## src/rtl/branch_resolve_unit.sv

```systemverilog
// Branch/jump resolution at the EX/MEM boundary.
// Computes the actual outcome and target of a branch, jal or jalr. It compares
// them against the prediction carried down the pipe and registers the MEM-stage
// update bus for instruction fetch. On a mispredict it raises PCSrc/flush for one
// cycle and then ignores FLUSH_DEPTH non-stall EX cycles, which hold wrong-path
// work. It also keeps saturating resolved-branch and mispredict counters.
//
// Ports:
//   clk, rst            clock (rising edge), synchronous active-low reset
//   stall               pipeline hold; EX inputs are re-presented afterwards
//   ex_*                EX-stage instruction class, operands and carried prediction
//   mem_pc, t_addr      PC and actual target of the last resolved instruction
//   mem_is_taken        actual direction of the last resolved instruction
//   mem_update          one-cycle strobe for the BHT/BTB update
//   PCSrc, flush        one-cycle mispredict redirect / pipeline kill
//   redirect_pc         correct next PC of the last resolved instruction
//   br_count, mp_count  saturating resolved-branch and mispredict counters
module branch_resolve_unit #(
  parameter int unsigned FLUSH_DEPTH = 2
) (
  input  logic        clk,
  input  logic        rst,
  input  logic        stall,
  input  logic        ex_valid,
  input  logic        ex_is_branch,
  input  logic        ex_is_jal,
  input  logic        ex_is_jalr,
  input  logic [2:0]  ex_funct3,
  input  logic [31:0] ex_pc,
  input  logic [31:0] ex_rs1,
  input  logic [31:0] ex_rs2,
  input  logic [31:0] ex_imm,
  input  logic        ex_pred_taken,
  input  logic [31:0] ex_pred_target,
  output logic [31:0] mem_pc,
  output logic [31:0] t_addr,
  output logic        mem_is_taken,
  output logic        mem_update,
  output logic        PCSrc,
  output logic [31:0] redirect_pc,
  output logic        flush,
  output logic [31:0] br_count,
  output logic [31:0] mp_count
);

  typedef enum logic [0:0] {StIdle, StShadow} state_e;

  state_e      state_q, state_d;
  logic [2:0]  sc_q, sc_d;
  logic [31:0] mem_pc_q, t_addr_q, redirect_pc_q, br_count_q, mp_count_q;
  logic        taken_q, update_q, pcsrc_q;

  logic        br_legal, has_class, br_taken, taken, mispredict, capture;
  logic [31:0] target, next_redirect;

  // funct3 010/011 carry no branch condition and are dropped entirely.
  assign br_legal  = ex_is_branch && (ex_funct3[2:1] != 2'b01);
  assign has_class = ex_is_jalr || ex_is_jal || br_legal;

  always_comb begin
    br_taken = 1'b0;
    case (ex_funct3)
      3'b000:  br_taken = (ex_rs1 == ex_rs2);
      3'b001:  br_taken = (ex_rs1 != ex_rs2);
      3'b100:  br_taken = ($signed(ex_rs1) <  $signed(ex_rs2));
      3'b101:  br_taken = ($signed(ex_rs1) >= $signed(ex_rs2));
      3'b110:  br_taken = (ex_rs1 <  ex_rs2);
      3'b111:  br_taken = (ex_rs1 >= ex_rs2);
      default: br_taken = 1'b0;
    endcase
  end

  // jalr wins over jal and branch; jalr clears bit 0 of its target.
  assign target        = ex_is_jalr ? ((ex_rs1 + ex_imm) & 32'hFFFF_FFFE) : (ex_pc + ex_imm);
  assign taken         = (ex_is_jalr || ex_is_jal) ? 1'b1 : br_taken;
  assign mispredict    = (taken != ex_pred_taken) ||
                         (taken && ex_pred_taken && (ex_pred_target != target));
  assign next_redirect = taken ? target : (ex_pc + 32'd4);
  assign capture       = ex_valid && has_class && !stall && (state_q == StIdle);

  always_comb begin
    state_d = state_q;
    sc_d    = sc_q;
    case (state_q)
      StIdle: begin
        if (capture && mispredict) begin
          state_d = StShadow;
          sc_d    = 3'(FLUSH_DEPTH);
        end
      end
      StShadow: begin
        // The PCSrc cycle is the first shadow cycle; leave after the last one.
        if (!stall) begin
          if (sc_q == 3'd1) begin
            state_d = StIdle;
            sc_d    = 3'd0;
          end else begin
            sc_d = sc_q - 3'd1;
          end
        end
      end
      default: begin
        state_d = StIdle;
        sc_d    = 3'd0;
      end
    endcase
  end

  always_ff @(posedge clk) begin
    if (!rst) begin
      state_q       <= StIdle;
      sc_q          <= 3'd0;
      mem_pc_q      <= 32'd0;
      t_addr_q      <= 32'd0;
      redirect_pc_q <= 32'd0;
      taken_q       <= 1'b0;
      update_q      <= 1'b0;
      pcsrc_q       <= 1'b0;
      br_count_q    <= 32'd0;
      mp_count_q    <= 32'd0;
    end else begin
      state_q  <= state_d;
      sc_q     <= sc_d;
      update_q <= capture;
      pcsrc_q  <= capture && mispredict;
      if (capture) begin
        mem_pc_q      <= ex_pc;
        t_addr_q      <= target;
        redirect_pc_q <= next_redirect;
        taken_q       <= taken;
        if (br_count_q != 32'hFFFF_FFFF) br_count_q <= br_count_q + 32'd1;
        if (mispredict && (mp_count_q != 32'hFFFF_FFFF)) mp_count_q <= mp_count_q + 32'd1;
      end
    end
  end

  assign mem_pc       = mem_pc_q;
  assign t_addr       = t_addr_q;
  assign mem_is_taken = taken_q;
  assign mem_update   = update_q;
  assign PCSrc        = pcsrc_q;
  assign flush        = pcsrc_q;
  assign redirect_pc  = redirect_pc_q;
  assign br_count     = br_count_q;
  assign mp_count     = mp_count_q;

endmodule

```

## config.mk

```make
export PLATFORM = sky130hd
export DESIGN_NAME = branch_resolve_unit
export DESIGN_NICKNAME = d
export VERILOG_FILES = /design/src/rtl/branch_resolve_unit.sv
export SDC_FILE = /design/constraint.sdc
export NUM_CORES = 1
export LEC_CHECK = 0
export CAP_MARGIN = 15
export CORE_ASPECT_RATIO = 1.75
export CORE_MARGIN = 2
export CORE_UTILIZATION = 51
export CTS_CLUSTER_DIAMETER = 100
export DETAILED_ROUTE_END_ITERATION = 6
export PLACE_DENSITY = 0.83
export RECOVER_POWER = 50
export SYNTH_ARGS = -nofsm -noshare
export SYNTH_HDL_FRONTEND = slang
export SYNTH_SLANG_ARGS = --single-unit
```

## constraint.sdc

```tcl
create_clock -name clk -period 7.9 [get_ports clk]
set_clock_uncertainty 0.15 [all_clocks]
set_input_delay 1.58 -clock clk [delete_from_list [all_inputs] [get_ports clk]]
set_output_delay 1.58 -clock clk [all_outputs]
set_load 0.02 [all_outputs]
```

==> impl_metrics.yaml, run 1 <==
logic_synthesis:
  ys_ff_latch: 167
  synth_edf_count: 0
  synth-main-ff-cell: "dfxtp_1"
  netlist_area_sq_um: 13500
  syn_inst: 1791
  seq_area_frac_synth_pct: 24.7
  async_reset_ff_share_pct: 0
  synth_cell_types: 84
  syn_nets: 2063
  yosysTopAreaCellShare_pct: 24.7
  postSynthAreaPerCell_sq_um: 7.56
  synth_common_cells: "nand2_1, dfxtp_1, nor2_1"
  synth_top_cell_by_area: "dfxtp_1"
  yosys-top-cells-area: "dfxtp_1, ha_1, nand2_1"
  synth_warnings: 0
  yosysMostFrequentCell: "nand2_1"
run_status:
  violations: "capacitance limit, slew limit"
  outcome: "finished with violations"
critical_path:
  slowest_delay_ns: 0.81
  reg2reg_depth: 4
  crit_required_ns: 8.01
  r2r-end: "redirect_pc[2]$_SDFFE_PN0P_"
  reg2reg_from: "state_q$_SDFF_PN0_"
  worst-setup-path-type: "in -> reg"
  r2r_slack_ns: 2.75
  cp.arrival_ns: 7.37
  slowest_stage: "a2111oi_0"
  end_kind: "flop"
  critPathBufInv: 3
  critPathLaunchType: "input port"
  crit_chain: "clkdlybuf4s50_1 > inv_1 > ha_1 > a2111oi_0 > a21oi_1 > o211ai_1 > nand2_1 > mux2i_1 > o211ai_1 > ha_1 > a2111oi_2 > o31ai_1 > nor4_1 > o2111ai_1 > or4b_1 > nor4_1 > nand3_1 > nor4_4 > buf_12 > nand2b_1 > a221oi_1"
  cp_max_fo: 53
  path_delay_family: "compound AO/OA/AOI/OAI gates"
cts:
  cts_made_buffers: 17
  cts_root_buffer: "clkbuf_16"
  postCtsSetupBuffers: 0
  cts_sinks: 167
  cts_tree: "yes"
  ctsLongestPathBuffers: 2
  clk_latency_ns: 0.43
  cts_resized: 0
  cts-hold-fix-buffers: 0
  clkTransAtPathRegs_ns: 0.06
  htreeDepth: 4
placement:
  port-buffer-count: 334
  dp.final_hpwl_um: 38200
  place_congestion: 1.02
  dp_cells: 2352
routing:
  dr.pass1.iters: 5
  wl_per_cell_um: 20.0
  dr_total_vias: 14900
  drc: 0
  drt_iter0_markers: 998
  finalWirelength_um: 47800
  viasPerCell: 6.23
  antenna_left: 0
global_routing:
  grt_max_degree: 90
  antenna_found_initial: 0
  grt_pass1_vias: 14400
  track_usage_pct: 33.1
  gr-total-overflow: 0
  grt_pass1_wl_um: 73900
timing:
  grt_setup_unrepaired: "false"
  holdWs_ns: 0.300
  slew_violations: 90
  setup-tns-final_ns: 0
  min_period_ns: 7.27
  max_slew_margin_pct: -141
  timing.final.hold_violations: 0
  setup_viol: 0
  period_share_pct: 92.0
  timing.fmax_mhz: 138
  worst_pin_slew_ns: 3.61
final_layout:
  nNetsFinal: 2323
  num-fill-cells: 2232
  area_delta_synth_final_pct: 29.4
  drive_gt1_share_pct: 3.10
  stdcell_count: 2383
  insertedDiodeCount: 0
power_and_ir_drop:
  p_leak_nw: 7.15
  max-vdd-ir-drop_mv: 0.160
  p_per_area_nw_per_um2: 151
  total_power_mw: 2.65
worst_hold_path:
  min_path_type: "reg -> reg"
  min_path_cells: 2
  hp-start: "t_addr[0]$_SDFFE_PN0P_"
  min_to: "t_addr[0]$_SDFFE_PN0P_"
die:
  coreArea_sq_um: 26100
  die_y_um: 220
  die_area_sq_um: 27900
  initial_core_util_pct: 52.0
  die_w_um: 127
  rows: 78
  io_pins: 335
job:
  drv_cap: 1
## registers in the layout, summed over array words and instances, names as in the netlist
register and count:
PCSrc 1, br_count 32, mem_is_taken 1, mem_pc 32, mem_update 1, mp_count 32
redirect_pc 32, sc_q 3, state_q 1, t_addr 32
## metal layers
metal	part of all wire [%]	GRT usage, %	up-vias
li1	-	-	7051
met1	37	35.6	6992
met2	51	61.1	641
met3	4.8	3.20	172
met4	7.1	21.7	0
met5	0	0	-
## area by class of cell
type	count	area, sq um	area share (%)
inverter	50	189	1.08
tap	320	400	2.29
multi-input combinational	1468	9570	54.7
clock inverter	11	125	0.714
clock buffer	20	447	2.55
sequential	167	3340	19.1
timing repair buffer	347	3440	19.6
## kinds of logic (layout without fill, tap and decap cells)
family | count (synthesis) | count (layout) | synth area share, %
AOI/OAI and AO/OA | 462 | 462 | 22.4
DFF | 167 | 167 | 24.7
and+or+nand+nor | 735 | 735 | 26.8
buffers and inverters | 156 | 428 | 4.66
muxes | 35 | 35 | 2.62
xor gates and xnor gates | 135 | 135 | 9.45
adders and majority gates | 101 | 101 | 9.44
## worst max-delay path by stage
stage          startpoint                         to  slack [ns]  cells after the start
2_1_floorplan  ex_rs2[17]  mp_count[11]$_SDFFE_PN0P_        1.02                     24
3_3_place_gp    ex_rs1[1]       sc_q[1]$_SDFFE_PN0P_        0.42                     23
3_5_place_dp    ex_rs1[1]       sc_q[1]$_SDFFE_PN0P_        0.29                     23
4_1_cts         ex_rs1[1]       sc_q[1]$_SDFFE_PN0P_        0.71                     23
5_1_grt         ex_rs1[1]       sc_q[1]$_SDFFE_PN0P_        0.33                     23
6_report        ex_rs2[7]       sc_q[1]$_SDFFE_PN0P_        0.63                     21
## worst reg2reg max path, delay by kind of cell (launching register included)
family                 cells  cell delay [ns]
buffers and inverters      1             2.59
and+or+nand+nor            2             1.33
AOI/OAI and AO/OA          1             0.60
DFF                        1             0.37
## through the flow
stage               worst slack (ns)  cell area, sq um  util, %
finish                         0.633             17500     67.2
global route                   0.329             17500     67.2
CTS                            0.713             17500     67.2
detailed placement             0.288             17000     65.0
global placement               0.422             17000     65.0
floorplan                       1.02             13500        -
## where the power goes
part	total (mW)	internal (mW)	switching [mW]
registers	0.899	0.879	0.0201
logic	0.936	0.389	0.547
clock network	0.812	0.472	0.341
total	2.65	1.74	0.908
## layout by cell type, fill, tap and decap left out, drive strengths merged, types with 17 or more instances in the layout
| master | synthesis | layout |
|---|---|---|
| o211ai | 29 | 29 |
| nor3 | 32 | 32 |
| nand3 | 86 | 86 |
| o311ai | 17 | 17 |
| clkdlybuf4s50 | 0 | 168 |
| nor4 | 22 | 22 |
| a211oi | 26 | 26 |
| dfxtp | 167 | 167 |
| o21a | 18 | 18 |
| a21o | 37 | 37 |
| nand2 | 220 | 220 |
| nor2 | 159 | 159 |
| clkbuf | 87 | 21 |
| xnor2 | 79 | 79 |
| nand2b | 26 | 26 |
| and2 | 18 | 18 |
| dlygate4sd3 | 0 | 164 |
| and3 | 31 | 31 |
| ha | 99 | 99 |
| mux2i | 34 | 34 |
| nand4 | 49 | 49 |
| a21oi | 152 | 152 |
| xor2 | 49 | 49 |
| inv | 49 | 49 |
| o21ai | 80 | 80 |
| or3 | 23 | 23 |
(Power assumes the default switching activity.)
==> run 2, diff against run 1 <==
CAP_MARGIN = 10   (was 15)
SKIP_LAST_GASP = 1   (was unset)
==> results of run 2 <==
No change in the layout: final DEF, timing and power equal those of run 1.
